$ cat config.mk
export PLATFORM = sky130hd
export DESIGN_NAME = ccd_readout_sequencer_flat
export DESIGN_NICKNAME = d
export VERILOG_FILES = /design/src/rtl/ccd_readout_sequencer_if.sv /design/src/rtl/ccd_readout_sequencer.sv /design/src/flat_wrapper.sv
export SDC_FILE = /design/constraint.sdc
export NUM_CORES = 1
export LEC_CHECK = 0
export CORE_MARGIN = 8
export CORE_UTILIZATION = 52
export DETAILED_ROUTE_END_ITERATION = 16
export PLACE_DENSITY = 0.77
export SETUP_SLACK_MARGIN = 0.4
export SLEW_MARGIN = 20
export SYNTH_ARGS = -nofsm -noshare
export SYNTH_HDL_FRONTEND = slang
export SYNTH_SLANG_ARGS = --single-unit
$ cat constraint.sdc
create_clock -name i_clk -period 2.75 [get_ports i_clk]
set_input_delay 0.55 -clock i_clk [delete_from_list [all_inputs] [get_ports i_clk]]
set_output_delay 0.55 -clock i_clk [all_outputs]
set_load 0.02 [all_outputs]
$ cat src/rtl/ccd_readout_sequencer_if.sv
// Bundle of the sequencer's host, generator and ADC-side signals.
// The slave modport is the sequencer; the master modport is whoever drives it.
interface ccd_readout_sequencer_if #(
  parameter int unsigned IDX_W = 12
);
  logic             i_start;
  logic             i_stop;
  logic [3:0]       i_f_select;
  logic [7:0]       i_n_lines;
  logic             i_phi_p;
  logic             i_phi_l1;
  logic             i_adc_ready;
  logic             o_gen_enable;
  logic [3:0]       o_gen_f_select;
  logic             o_sample;
  logic [IDX_W-1:0] o_pixel_idx;
  logic             o_line_start;
  logic             o_line_done;
  logic [7:0]       o_line_cnt;
  logic             o_busy;
  logic             o_done;
  logic             o_overrun;

  modport master (
    output i_start, i_stop, i_f_select, i_n_lines, i_phi_p, i_phi_l1, i_adc_ready,
    input  o_gen_enable, o_gen_f_select, o_sample, o_pixel_idx, o_line_start,
           o_line_done, o_line_cnt, o_busy, o_done, o_overrun
  );

  modport slave (
    input  i_start, i_stop, i_f_select, i_n_lines, i_phi_p, i_phi_l1, i_adc_ready,
    output o_gen_enable, o_gen_f_select, o_sample, o_pixel_idx, o_line_start,
           o_line_done, o_line_cnt, o_busy, o_done, o_overrun
  );
endinterface

$ cat src/rtl/ccd_readout_sequencer.sv
// Run-level controller for the CCD phase generator: starts/stops the generator,
// drops the undefined first line, turns L1 shift clocks into per-pixel ADC
// strobes and counts lines. Optional macro OVERRUN_DETECT_EN enables the sticky
// ADC overrun flag; without it o_overrun is 0 and i_adc_ready is ignored.
module ccd_readout_sequencer #(
  parameter int unsigned N_DUMMY  = 4,
  parameter int unsigned N_PIXELS = 2048,
  parameter int unsigned IDX_W    = 12
) (
  input logic                   i_clk,
  input logic                   i_rst,
  ccd_readout_sequencer_if.slave bus
);

  typedef enum logic [1:0] {StIdle, StArm, StReadout} state_e;

  localparam logic [IDX_W-1:0] FirstPix = IDX_W'(N_DUMMY);
  localparam logic [IDX_W-1:0] EndPix   = IDX_W'(N_DUMMY + N_PIXELS);

  state_e           state_q, state_d;
  logic             phi_p_q, phi_l1_q;
  logic [IDX_W-1:0] shift_q, shift_d;
  logic [7:0]       n_lines_q, n_lines_d;
  logic             stop_pend_q, stop_pend_d;
  logic [3:0]       f_sel_q, f_sel_d;
  logic             sample_q, sample_d;
  logic [IDX_W-1:0] idx_q, idx_d;
  logic             line_start_q, line_start_d;
  logic             line_done_q, line_done_d;
  logic [7:0]       line_cnt_q, line_cnt_d;
  logic             done_q, done_d;
  logic             ovr_q, ovr_d;

  logic phi_p_rise, phi_p_fall, l1_rise, start_ok;

  assign phi_p_rise = bus.i_phi_p & ~phi_p_q;
  assign phi_p_fall = ~bus.i_phi_p & phi_p_q;
  assign l1_rise    = bus.i_phi_l1 & ~phi_l1_q;
  // A start landing on the o_done cycle is dropped: the run is still closing.
  assign start_ok   = (state_q == StIdle) && bus.i_start && !done_q;

  // Next-state and registered-output logic for the run FSM.
  always_comb begin
    state_d      = state_q;
    shift_d      = shift_q;
    n_lines_d    = n_lines_q;
    stop_pend_d  = stop_pend_q;
    f_sel_d      = f_sel_q;
    sample_d     = 1'b0;
    idx_d        = idx_q;
    line_start_d = 1'b0;
    line_done_d  = 1'b0;
    line_cnt_d   = line_cnt_q;
    done_d       = 1'b0;
    case (state_q)
      StIdle: begin
        if (start_ok) begin
          state_d     = StArm;
          f_sel_d     = bus.i_f_select;
          n_lines_d   = bus.i_n_lines;
          line_cnt_d  = 8'd0;
          stop_pend_d = 1'b0;
          shift_d     = '0;
        end
      end
      StArm: begin
        // L1 activity here belongs to the garbage line and is ignored.
        if (bus.i_stop) begin
          state_d = StIdle;
          done_d  = 1'b1;
        end else if (phi_p_fall) begin
          state_d = StReadout;
          shift_d = '0;
        end
      end
      StReadout: begin
        if (bus.i_stop) stop_pend_d = 1'b1;
        if (l1_rise && !bus.i_phi_p) begin
          if (shift_q != '1) shift_d = shift_q + 1'b1;
          if (shift_q >= FirstPix && shift_q < EndPix) begin
            sample_d     = 1'b1;
            idx_d        = shift_q - FirstPix;
            line_start_d = (shift_q == FirstPix);
          end
        end
        if (phi_p_rise) begin
          line_done_d = 1'b1;
          line_cnt_d  = line_cnt_q + 8'd1;
          shift_d     = '0;
          if ((n_lines_q != 8'd0 && line_cnt_q + 8'd1 == n_lines_q) || stop_pend_q) begin
            state_d     = StIdle;
            done_d      = 1'b1;
            stop_pend_d = 1'b0;
          end
        end
      end
      default: state_d = StIdle;
    endcase
  end

`ifdef OVERRUN_DETECT_EN
  // Sticky overrun: a strobe the ADC could not take; cleared by an accepted start.
  always_comb begin
    ovr_d = ovr_q;
    if (sample_q && !bus.i_adc_ready) ovr_d = 1'b1;
    if (start_ok) ovr_d = 1'b0;
  end
`else
  logic unused_adc_ready;
  assign unused_adc_ready = bus.i_adc_ready;
  assign ovr_d = 1'b0;
`endif

  // State and output registers with synchronous reset.
  always_ff @(posedge i_clk) begin
    if (i_rst) begin
      state_q      <= StIdle;
      phi_p_q      <= 1'b0;
      phi_l1_q     <= 1'b0;
      shift_q      <= '0;
      n_lines_q    <= 8'd0;
      stop_pend_q  <= 1'b0;
      f_sel_q      <= 4'd0;
      sample_q     <= 1'b0;
      idx_q        <= '0;
      line_start_q <= 1'b0;
      line_done_q  <= 1'b0;
      line_cnt_q   <= 8'd0;
      done_q       <= 1'b0;
      ovr_q        <= 1'b0;
    end else begin
      state_q      <= state_d;
      phi_p_q      <= bus.i_phi_p;
      phi_l1_q     <= bus.i_phi_l1;
      shift_q      <= shift_d;
      n_lines_q    <= n_lines_d;
      stop_pend_q  <= stop_pend_d;
      f_sel_q      <= f_sel_d;
      sample_q     <= sample_d;
      idx_q        <= idx_d;
      line_start_q <= line_start_d;
      line_done_q  <= line_done_d;
      line_cnt_q   <= line_cnt_d;
      done_q       <= done_d;
      ovr_q        <= ovr_d;
    end
  end

  assign bus.o_busy         = (state_q != StIdle);
  assign bus.o_gen_enable   = (state_q != StIdle);
  assign bus.o_gen_f_select = f_sel_q;
  assign bus.o_sample       = sample_q;
  assign bus.o_pixel_idx    = idx_q;
  assign bus.o_line_start   = line_start_q;
  assign bus.o_line_done    = line_done_q;
  assign bus.o_line_cnt     = line_cnt_q;
  assign bus.o_done         = done_q;
  assign bus.o_overrun      = ovr_q;

endmodule

$ cat src/flat_wrapper.sv
// flat-port wrapper written by rule: the top's interface ports become plain ports
module ccd_readout_sequencer_flat 
#(
  parameter int unsigned N_DUMMY  = 4,
  parameter int unsigned N_PIXELS = 2048,
  parameter int unsigned IDX_W    = 12
)
  (i_clk, i_rst, bus_i_start, bus_i_stop, bus_i_f_select, bus_i_n_lines, bus_i_phi_p, bus_i_phi_l1, bus_i_adc_ready, bus_o_gen_enable, bus_o_gen_f_select, bus_o_sample, bus_o_pixel_idx, bus_o_line_start, bus_o_line_done, bus_o_line_cnt, bus_o_busy, bus_o_done, bus_o_overrun);
  ccd_readout_sequencer_if #(.IDX_W(IDX_W)) bus_i ();
  input logic i_clk;
  input logic i_rst;
  input wire logic [$bits(bus_i.i_start)-1:0] bus_i_start;
  input wire logic [$bits(bus_i.i_stop)-1:0] bus_i_stop;
  input wire logic [$bits(bus_i.i_f_select)-1:0] bus_i_f_select;
  input wire logic [$bits(bus_i.i_n_lines)-1:0] bus_i_n_lines;
  input wire logic [$bits(bus_i.i_phi_p)-1:0] bus_i_phi_p;
  input wire logic [$bits(bus_i.i_phi_l1)-1:0] bus_i_phi_l1;
  input wire logic [$bits(bus_i.i_adc_ready)-1:0] bus_i_adc_ready;
  output wire logic [$bits(bus_i.o_gen_enable)-1:0] bus_o_gen_enable;
  output wire logic [$bits(bus_i.o_gen_f_select)-1:0] bus_o_gen_f_select;
  output wire logic [$bits(bus_i.o_sample)-1:0] bus_o_sample;
  output wire logic [$bits(bus_i.o_pixel_idx)-1:0] bus_o_pixel_idx;
  output wire logic [$bits(bus_i.o_line_start)-1:0] bus_o_line_start;
  output wire logic [$bits(bus_i.o_line_done)-1:0] bus_o_line_done;
  output wire logic [$bits(bus_i.o_line_cnt)-1:0] bus_o_line_cnt;
  output wire logic [$bits(bus_i.o_busy)-1:0] bus_o_busy;
  output wire logic [$bits(bus_i.o_done)-1:0] bus_o_done;
  output wire logic [$bits(bus_i.o_overrun)-1:0] bus_o_overrun;
  assign bus_i.i_start = bus_i_start;
  assign bus_i.i_stop = bus_i_stop;
  assign bus_i.i_f_select = bus_i_f_select;
  assign bus_i.i_n_lines = bus_i_n_lines;
  assign bus_i.i_phi_p = bus_i_phi_p;
  assign bus_i.i_phi_l1 = bus_i_phi_l1;
  assign bus_i.i_adc_ready = bus_i_adc_ready;
  assign bus_o_gen_enable = bus_i.o_gen_enable;
  assign bus_o_gen_f_select = bus_i.o_gen_f_select;
  assign bus_o_sample = bus_i.o_sample;
  assign bus_o_pixel_idx = bus_i.o_pixel_idx;
  assign bus_o_line_start = bus_i.o_line_start;
  assign bus_o_line_done = bus_i.o_line_done;
  assign bus_o_line_cnt = bus_i.o_line_cnt;
  assign bus_o_busy = bus_i.o_busy;
  assign bus_o_done = bus_i.o_done;
  assign bus_o_overrun = bus_i.o_overrun;
  ccd_readout_sequencer #(.N_DUMMY(N_DUMMY), .N_PIXELS(N_PIXELS), .IDX_W(IDX_W)) u_core (.i_clk(i_clk), .i_rst(i_rst), .bus(bus_i));
endmodule
# [After elaboration in Yosys (flattened, before gate mapping)]
# Index checks and enable logic that the tools add are counted.
[word_totals] regBits=53 latchBits=0 mem_bits_rw=0 rom_bits=0 inputBits=19 out_inout_bits=31 wordCells=89 n_memories=0
[op_classes] addsub=3 multipliers=0 n_div=0 magnitude_cmp=2 n_eq_ne=13 shifts=0 mux=27 n_bitwise=9 reduce_logical=22
[op_table] operator="2-to-1 mux 12 bit" n=6
[op_table] operator="case mux 12 bit (3 select lines)" n=1
[op_table] operator="2-to-1 mux 8 bit" n=2
[op_table] operator="case mux 8 bit (2 select lines)" n=1
[op_table] operator="adder 12 x 1 -> 12 bit, second input constant" n=1
[op_table] operator="== test 12 x 3 -> 1 bit, second input constant" n=1
[op_table] operator="greater-or-equal comparator 12 x 3 -> 1 bit, second input constant" n=1
[op_table] operator="less-than comparator 12 bit, second input constant" n=1
[op_table] operator="!= test 12 bit, second input constant" n=1
[op_table] operator="subtractor 12 x 3 -> 12 bit, second input constant" n=1
[op_table] operator="2-to-1 mux 2 bit" n=5
[op_table] operator="2-to-1 mux 1 bit" n=9
[op_table] operator="adder 8 x 1 -> 8 bit, second input constant" n=1
[op_table] operator="== test 8 bit" n=1
[op_table] operator="!= test 2 x 1 -> 1 bit, second input constant" n=4
[op_table] operator="nonzero test 8 bit" n=1
[op_table] operator="!= test 3 x 1 -> 1 bit, second input constant" n=2
[op_table] operator="NOT 1 bit" n=6
[op_table] operator="case mux 2 bit (3 select lines)" n=1
[op_table] operator="AND reduction 3 bit" n=2
[op_table] operator="AND reduction 6 bit" n=1
[op_table] operator="logical AND 1 bit" n=5
[op_table] operator="case mux 1 bit (2 select lines)" n=2
[op_table] operator="AND reduction 2 bit" n=2
[op_table] operator="other kinds (14)" n=18

# [Logic depth before layout (Yosys ltp)]
# Gate-level depths: netlist (run 1).
[depth] word_depth=7 ltp_mapped=10 ltp_nobuf=8

# [Worst setup path after synthesis (run 1)]
# Ideal clock, no wire load.
[synth_timing] path_type="reg2reg" from="register u_core.line_cnt_q[0], in the netlist u_core.bus.o_line_cnt[0]" to="register u_core.done_q, in the netlist u_core.bus.o_done" t_arrival_ps=2363 setup_slack_ps=299 path_stages_with_launch=9 period_less_slack_ps=2451 path_cell_list="dfxtp_1 > ha_1 > buf_6 > a31o_1 > o21ai_1 > a22oi_1 > or4_4 > or4_1 > a311oi_2"
[synth_via] elab_chain_len=7
[synth_lines] element="start: declaration" line_no="ccd_readout_sequencer.sv:30" text="logic [7:0] line_cnt_q, line_cnt_d;"
[synth_lines] element="start signal: assignment" line_no="ccd_readout_sequencer.sv:143" text="line_cnt_q <= line_cnt_d;"
[synth_lines] element="adder 8 x 1 -> 8 bit" line_no="ccd_readout_sequencer.sv:90" text="if ((n_lines_q != 8'd0 && line_cnt_q + 8'd1 == n_lines_q) || stop_pend_q) begin"
[synth_lines] element="== test 8 bit" line_no="ccd_readout_sequencer.sv:90"
[synth_lines] element="logical AND 1 bit" line_no="ccd_readout_sequencer.sv:90"
[synth_lines] element="logical OR 1 bit" line_no="ccd_readout_sequencer.sv:90"
[synth_lines] element="2-to-1 mux 1 bit" line_no="ccd_readout_sequencer.sv:90"
[synth_lines] element="2-to-1 mux 1 bit" line_no="ccd_readout_sequencer.sv:86" text="if (phi_p_rise) begin"
[synth_lines] element="case mux 1 bit (2 select lines)" line_no="ccd_readout_sequencer.sv:55" text="case (state_q)"
[synth_lines] element="end signal: assignment" line_no="ccd_readout_sequencer.sv:144" text="done_q <= done_d;"
[synth_lines] element="end: declaration" line_no="ccd_readout_sequencer.sv:31" text="logic done_q, done_d;"
# No other way between the ends.
# A chain may end at the register's enable or synchronous reset.

# [Final worst setup path (run 1)]
[layout_timing] from="register u_core.line_cnt_q[1], in the netlist u_core.bus.o_line_cnt[1]" to="register u_core.done_q, in the netlist u_core.bus.o_done"
# Same word-level chain as after synthesis.

==> Flow_metrics.wiki, run 1 <==
{| class="wikitable"
! Metric !! Value
|-
| Status || complete, no violations
|-
| Critical path endpoint category || flop
|-
| Avg Synthesized Cell Area || 8.20 um2
|-
| Clk slew on worst S/H paths || 0.10 ns
|-
| Count of standard-cell rows || 26
|-
| Final cycle utilization of the critical path || 82.0%
|-
| Total count of max-transition violations in the final report || 0
|-
| Global placement routability congestion || 0.882
|-
| Final min period || 2.25 ns
|-
| F_max || 444 MHz
|-
| Maximum count of clock buffers along a single path || 2
|-
| Power Dens Cells || 558 nW/um2
|-
| Number of H-tree levels || 2
|-
| Buffer cell driving the clock tree root || sky130_fd_sc_hd__clkbuf_8
|-
| GRT Total Usage || 17.4%
|-
| Leading post-synthesis cells by instance count || 53 x sky130_fd_sc_hd__dfxtp_1, 38 x sky130_fd_sc_hd__nand2_1, 36 x sky130_fd_sc_hd__nor2_1
|-
| Yosys reg bits || 53
|-
| Post-Syn Instances || 341
|-
| Layout cells sized above 1 || 11.4%
|-
| First-pass GRT wire length || 10900 um
|-
| Number of CTS-inserted buffers || 5
|-
| Detailed Route WL || 6720 um
|-
| DRC errors left || 0
|-
| Data arrival time of the critical path || 2.48 ns
|-
| Area of the core region || 5140 um2
|-
| Dominant register cell in the synthesized netlist || sky130_fd_sc_hd__dfxtp_1
|-
| Worst hold path cell count || 2
|-
| Hold wc startpoint || u_core.bus.o_gen_f_select[3]
|-
| Class of the tightest hold or removal check || reg -> reg
|-
| Leak pwr || 1.30 nW
|-
| Largest net degree at the start of global routing || 26
|-
| Distinct cell type count after synthesis || 51
|-
| Number of flops mapped to enable cells by yosys || 0
|-
| Vias || 2494
|-
| FF-to-FF Start || u_core.bus.o_line_cnt[1]
|-
| Worst R2R Setup Slack || 0.50 ns
|-
| Number of clock sinks seen by CTS || 53
|-
| Final Setup Violations || 0
|-
| CTS Hold Buffers Added || 0
|-
| Dominant cell type by area after synthesis || sky130_fd_sc_hd__dfxtp_1
|-
| Unrepaired setup endpoints after global routing || no
|-
| Post-Syn Nets || 370
|-
| Worst VDD drop || 0.422 mV
|-
| Transition time at the pin with the least slew margin || 0.632 ns
|-
| Sequential area share after synthesis || 37.9%
|-
| Startpoint kind of the worst setup timing path || flop
|-
| Port bufs || 47
|-
| Number of iterations in the first detailed-routing pass || 4
|-
| DR vias/cell || 5.47
|-
| Ports placed on the boundary || 50
|-
| Number of antenna repair diodes || 0
|-
| Routed wire per std cell || 14.7 um
|-
| Share of flip-flops with an asynchronous set or reset after synthesis || 0%
|-
| Most common cell in the synthesized netlist || sky130_fd_sc_hd__dfxtp_1
|-
| Final Hold Fails || 0
|-
| Largest fanout on the critical path || 5
|-
| Die span in y || 89.4 um
|-
| Number of global-route vias before repair || 2326
|-
| Number of antenna violations at the first check in global routing || 0
|-
| Final TNS setup || 0 ns
|-
| Top cells by area, synth || sky130_fd_sc_hd__dfxtp_1 38%, sky130_fd_sc_hd__xnor2_1 6.6%, sky130_fd_sc_hd__nand2_1 5.1%
|-
| End of the worst hold path || u_core.bus.o_gen_f_select[3]
|-
| Number of violations of the max-capacitance limit || 0
|-
| Remaining max-slew budget at the tightest pin || 57.7%
|-
| Total number of nets in the final design || 414
|-
| FF-to-FF End || u_core.bus.o_done
|-
| Count of antenna-violating nets left after detailed routing || 0
|-
| Area fraction of the dominant cell type after synthesis || 37.9%
|-
| Classification of the worst setup path || reg -> reg
|-
| Cell area after synthesis || 2800 um2
|-
| Synthesis-to-layout area growth || 26.0%
|-
| Number of synthesis warnings || 0
|-
| Detailed placement HPWL || 4790 um
|-
| Depth of the most critical reg-to-reg path || 8
|-
| Required time of the critical path || 2.97 ns
|-
| Setup clock skew after layout || 0.00297 ns
|-
| Die width || 89.4 um
|-
| Die Footprint || 7980 um2
|-
| Drt first-iter violations || 138
|-
| Skew-Pair Late Insertion Delay || 0.31 ns
|-
| Starting Density || 54.4%
|-
| Final-layout worst hold slack || 0.459 ns
|-
| CTS tree || done
|-
| Remaining Overflow, GRT || 0
|}
==> worst max-delay path: stages, from the launching register on <==
cell and delay (ns):
sky130_fd_sc_hd__dfxtp_4 0.37, sky130_fd_sc_hd__ha_4 0.16, sky130_fd_sc_hd__buf_4 0.14, sky130_fd_sc_hd__and2_0 0.15, sky130_fd_sc_hd__o21ai_0 0.15, sky130_fd_sc_hd__o31ai_1 0.09
sky130_fd_sc_hd__or4_4 0.45, sky130_fd_sc_hd__or4_4 0.43, sky130_fd_sc_hd__a311oi_2 0.21
==> routing by layer <==
layer	vias to the layer above	track usage, %	part of all wire (%)
met1	1163	22.1	46
met4	0	6.50	2.1
met3	14	2.39	3.7
li1	1269	-	-
met5	-	0	0
met2	48	28.8	48
==> registers in the layout (all words and copies together) (netlist names) <==
register,count
u_core.bus.o_done,1
u_core.bus.o_pixel_idx,12
u_core.bus.o_gen_f_select,4
u_core.phi_p_q,1
u_core.bus.o_line_done,1
u_core.state_q,2
u_core.n_lines_q,8
u_core.bus.o_line_start,1
u_core.bus.o_line_cnt,8
u_core.stop_pend_q,1
u_core.bus.o_sample,1
u_core.phi_l1_q,1
u_core.shift_q,12
==> per-stage QoR <==
stage | total power, mW | setup slack, ns | util (%) | instances | instance area, um2
3_5_place_dp | 1.40 | 0.142 | 63.9 | 441 | 3280
2_1_floorplan | 1.23 | 0.393 | - | 341 | 2800
6_report | 1.97 | 0.496 | 68.6 | 456 | 3520
4_1_cts | 1.96 | 0.400 | 66.8 | 451 | 3440
5_1_grt | 2.06 | 0.391 | 68.6 | 456 | 3520
3_3_place_gp | 1.39 | 0.164 | 63.9 | 441 | 3280
==> logic make-up after synthesis <==
group,share of synthesized area [%]
simple gates,27.3
compound gates,13.9
flops,37.9
buf+inv,6.08
xor+xnor,8.45
fa+ha+maj,4.47
mux,1.79
other cells,0.134
==> placed cells by master, fill, tap and decap left out, drive strengths merged, types with 6 or more instances in the layout <==
cell type	instances
nand4	6
xnor2	21
dfxtp	53
nand2b	7
nand2	39
buf	14
inv	11
nor3	9
ha	10
clkbuf	6
nand3	10
xor2	6
or3	6
o21ai	12
clkdlybuf4s50	45
nor2	36
a21oi	26
a211oi	9
==> final cells by class <==
cell class / count / area, um2
Clock buffer: 6 / 82.6
Sequential cell: 53 / 1070
Tap cell: 70 / 87.6
Fill cell: 478 / 1620
Timing Repair Buffer: 61 / 581
Inverter: 11 / 41.3
Clock inverter: 2 / 37.5
Multi-Input combinational cell: 253 / 1620
==> report_power, final <==
part | switching [mW] | internal, mW
sequential | 0.0394 | 0.811
combinational | 0.339 | 0.220
clock | 0.261 | 0.296
total | 0.639 | 1.33
==> how the worst max path moves through the flow <==
stage | slack [ns] | end | cells past startpoint | start
after floorplan | 0.39 | u_core.bus.o_done | 8 | u_core.bus.o_line_cnt[0]
after global placement | 0.16 | u_core.shift_q[6] | 7 | bus_i_phi_p
after detailed placement | 0.14 | u_core.shift_q[9] | 6 | bus_i_stop
after CTS | 0.40 | u_core.bus.o_done | 7 | u_core.bus.o_line_cnt[1]
after global routing | 0.39 | u_core.bus.o_line_cnt[4] | 7 | bus_i_phi_p
final | 0.50 | u_core.bus.o_done | 8 | u_core.bus.o_line_cnt[1]
==> repair_timing <==
| item | CTS | global route |
|---|---|---|
| endpoints found under the setup margin | 3 | 26 |
| buffers inserted | 2 | 5 |
| pin swaps | 0 | 3 |
| resized for setup | 4 | 12 |
No activity file was read; power rests on OpenSTA's default activity.
==> run 2, diff against run 1 <==
--- a/config.mk
+++ b/config.mk
@@ -6,9 +6,9 @@
 export NUM_CORES = 1
 export LEC_CHECK = 0
 export CORE_MARGIN = 8
-export CORE_UTILIZATION = 52
+export CORE_UTILIZATION = 47
 export DETAILED_ROUTE_END_ITERATION = 16
-export PLACE_DENSITY = 0.77
+export PLACE_DENSITY = 0.73
 export SETUP_SLACK_MARGIN = 0.4
 export SLEW_MARGIN = 20
 export SYNTH_ARGS = -nofsm -noshare
==> constraint.sdc (replaced) <==
create_clock -name i_clk -period 1.9 [get_ports i_clk]
set_input_delay 0.38 -clock i_clk [delete_from_list [all_inputs] [get_ports i_clk]]
set_output_delay 0.38 -clock i_clk [all_outputs]
set_load 0.02 [all_outputs]
==> Flow_metrics.wiki, run 2 (same netlist as run 1, synthesis figures left out) <==
{| class="wikitable"
! Metric !! Value
|-
| Status || finished, violations left (was complete, no violations)
|-
| Failing checks || negative setup slack
|-
| Number of antenna violations at the first check in global routing || 0 (unchanged)
|-
| Number of global-route vias before repair || 2858 (was 2326)
|-
| Remaining Overflow, GRT || 0 (unchanged)
|-
| Clk slew on worst S/H paths || 0.10 ns (about the same)
|-
| Part of the total power dissipated in sequential elements || 33.7% (was 43.2%)
|-
| Number of violations of the max-capacitance limit || 0 (unchanged)
|-
| Number of antenna repair diodes || 0 (unchanged)
|-
| Switching power as a share of total power || 33.8% (was 32.5%)
|-
| Final-layout worst hold slack || 0.464 ns (was 0.459 ns)
|-
| Most common library cell in the layout ignoring fill and taps || sky130_fd_sc_hd__buf_4 (was sky130_fd_sc_hd__dfxtp_1)
|-
| F_max || 436 MHz (was 444 MHz)
|-
| Clock share of power || 25.0% (was 28.3%)
|-
| Power Dens Cells || 811 nW/um2 (was 558 nW/um2)
|-
| Post-Place Cell Area || 3980 um2 (was 3280 um2)
|-
| Depth of the most critical reg-to-reg path || 7 (was 8)
|-
| Die span in y || 93.2 um (was 89.4 um)
|-
| Required time of the critical path || 2.12 ns (was 2.97 ns)
|-
| DRC errors left || 0 (unchanged)
|-
| Area of the core region || 5850 um2 (was 5140 um2)
|-
| Worst VDD drop || 0.636 mV (was 0.422 mV)
|-
| Detailed placement HPWL || 5590 um (was 4790 um)
|-
| Classification of the worst setup path || reg -> reg (unchanged)
|-
| Ports placed on the boundary || 50 (unchanged)
|-
| Final min period || 2.29 ns (was 2.25 ns)
|-
| Synthesis-to-layout area growth || 61.2% (was 26.0%)
|-
| Count of antenna-violating nets left after detailed routing || 0 (unchanged)
|-
| Final cycle utilization of the critical path || 121% (was 82.0%)
|-
| Total number of nets in the final design || 473 (was 414)
|-
| Number of H-tree levels || 2 (unchanged)
|-
| Number of clock sinks seen by CTS || 53 (unchanged)
|-
| Class of the tightest hold or removal check || in -> reg (was reg -> reg)
|-
| CTS Hold Buffers Added || 0 (unchanged)
|-
| Internal power || 2.42 mW (was 1.33 mW)
|-
| Critical path endpoint category || flop (unchanged)
|-
| Finished Cell Area || 4510 um2 (was 3520 um2)
|-
| FF-to-FF End || u_core.bus.o_done (unchanged)
|-
| Count of standard-cell rows || 28 (was 26)
|-
| Leak pwr || 1.83 nW (was 1.30 nW)
|-
| Combinational group share of total power || 41.3% (was 28.4%)
|-
| Number of CTS-inserted buffers || 5 (unchanged)
|-
| Util after Layout || 77.1% (was 68.6%)
|-
| Filler instances || 368 (was 478)
|-
| Maximum count of clock buffers along a single path || 2 (unchanged)
|-
| FF+latch area || 1100 um2 (was 1070 um2)
|-
| Skew-Pair Late Insertion Delay || 0.31 ns (about the same)
|-
| Total count of max-transition violations in the final report || 0 (unchanged)
|-
| Slack of the critical path || -0.395 ns (was 0.496 ns)
|-
| Die width || 93.2 um (was 89.4 um)
|-
| Critical Path Source || u_core.bus.o_line_cnt[0] (was u_core.bus.o_line_cnt[1])
|-
| Final Hold Fails || 0 (unchanged)
|-
| Detailed Route WL || 8720 um (was 6720 um)
|-
| Worst R2R Setup Slack || -0.39 ns (was 0.50 ns)
|-
| Number of iterations in the first detailed-routing pass || 4 (unchanged)
|-
| First-pass GRT wire length || 13400 um (was 10900 um)
|-
| Die Footprint || 8680 um2 (was 7980 um2)
|-
| Final Setup Violations || 6 (was 0)
|-
| Worst setup path endpoint || u_core.bus.o_done (unchanged)
|-
| Commonest non-fill, non-tap cells in the layout || 54 x sky130_fd_sc_hd__buf_4, 37 x sky130_fd_sc_hd__nand2_1, 36 x sky130_fd_sc_hd__dfxtp_1 (was 49 x sky130_fd_sc_hd__dfxtp_1, 45 x sky130_fd_sc_hd__clkdlybuf4s50_1, 38 x sky130_fd_sc_hd__nand2_1)
|-
| Remaining max-slew budget at the tightest pin || 61.3% (was 57.7%)
|-
| Layout cells sized above 1 || 40.0% (was 11.4%)
|-
| Vias || 2845 (was 2494)
|-
| Largest net degree at the start of global routing || 36 (was 26)
|-
| Setup clock skew after layout || 0.00775 ns (was 0.00297 ns)
|-
| FF-to-FF Start || u_core.bus.o_line_cnt[0] (was u_core.bus.o_line_cnt[1])
|-
| Multi-input logic area || 2020 um2 (was 1620 um2)
|-
| Total net switching power || 1.24 mW (was 0.639 mW)
|-
| Largest fanout on the critical path || 4 (was 5)
|-
| Starting Density || 47.8% (was 54.4%)
|-
| Data arrival time of the critical path || 2.51 ns (was 2.48 ns)
|-
| Startpoint kind of the worst setup timing path || flop (unchanged)
|-
| Drt first-iter violations || 118 (was 138)
|-
| Port bufs || 47 (unchanged)
|-
| CTS tree || done (unchanged)
|-
| Transition time at the pin with the least slew margin || 0.566 ns (was 0.632 ns)
|-
| Global placement routability congestion || 0.784 (was 0.882)
|-
| Unrepaired setup endpoints after global routing || yes (was no)
|-
| GRT Total Usage || 18.9% (was 17.4%)
|-
| DR vias/cell || 5.47 (about the same)
|-
| Buffer cell driving the clock tree root || sky130_fd_sc_hd__clkbuf_8 (unchanged)
|-
| Routed wire per std cell || 16.8 um (was 14.7 um)
|}
[run 2: worst max-delay path, cell delays in order (launching register included)]
cell	delay (ns)
sky130_fd_sc_hd__dfxtp_4	0.37
sky130_fd_sc_hd__ha_4	0.16
sky130_fd_sc_hd__a31o_1	0.23
sky130_fd_sc_hd__o21ai_1	0.12
sky130_fd_sc_hd__a22oi_1	0.08
sky130_fd_sc_hd__or4_4	0.57
sky130_fd_sc_hd__or4_4	0.44
sky130_fd_sc_hd__a311oi_2	0.23
[run 2: layer usage]
layer  wire (um)  share of wire [%]  global-route usage [%]  vias up
li1            -                  -                       -     1386
met1        3670                 42                    22.2     1367
met2        4470                 51                    33.4       73
met3         393                4.5                    3.61       19
met4         190                2.2                    6.85        0
met5           0                  0                       0        -
[run 2: cell type report]
type | instances | share of cell area, %
clock buffers | 5 | 1.53
clock inverters | 3 | 1.44
flip-flops and latches | 53 | 24.4
multi-input cells | 253 | 44.7
inverters | 11 | 1.14
well taps | 75 | 2.08
repair buffers | 120 | 24.7
[run 2: worst min-delay path by stage]
stage                                             from                           end  cells past startpoint
after global routing      u_core.bus.o_gen_f_select[3]  u_core.bus.o_gen_f_select[3]                      2
after global placement    u_core.bus.o_gen_f_select[2]  u_core.bus.o_gen_f_select[2]                      2
after floorplan                    u_core.n_lines_q[2]           u_core.n_lines_q[2]                      2
after CTS                 u_core.bus.o_gen_f_select[2]  u_core.bus.o_gen_f_select[2]                      2
after detailed placement  u_core.bus.o_gen_f_select[2]  u_core.bus.o_gen_f_select[2]                      2
final                                      bus_i_phi_p                u_core.phi_p_q                      2
[run 2: what timing repair did]
action                                  in CTS  in global routing
buffers inserted                            14                  5
gates cloned                                 1                  0
endpoints found under the setup margin      68                 57
gates resized for setup                     96                 40
pin swaps                                   32                 16
[run 2: stage by stage]
stage | instances | setup slack (ns) | power, mW | TNS [ns]
4_1_cts | 515 | -0.324 | 3.57 | -1.00
5_1_grt | 520 | -0.434 | 3.81 | -1.75
3_5_place_dp | 492 | -0.335 | 2.37 | -5.95
2_1_floorplan | 341 | -0.435 | 1.98 | -0.981
6_report | 520 | -0.395 | 3.66 | -1.16
3_3_place_gp | 492 | -0.275 | 2.35 | -4.97
[run 2: power by group through the flow]
stage,clock [mW],sequential [mW],combinational [mW]
2_1_floorplan,0,1.28,0.702
3_3_place_gp,0,1.25,1.10
3_5_place_dp,0,1.26,1.11
4_1_cts,0.918,1.23,1.42
5_1_grt,0.963,1.24,1.61
6_report,0.915,1.23,1.51
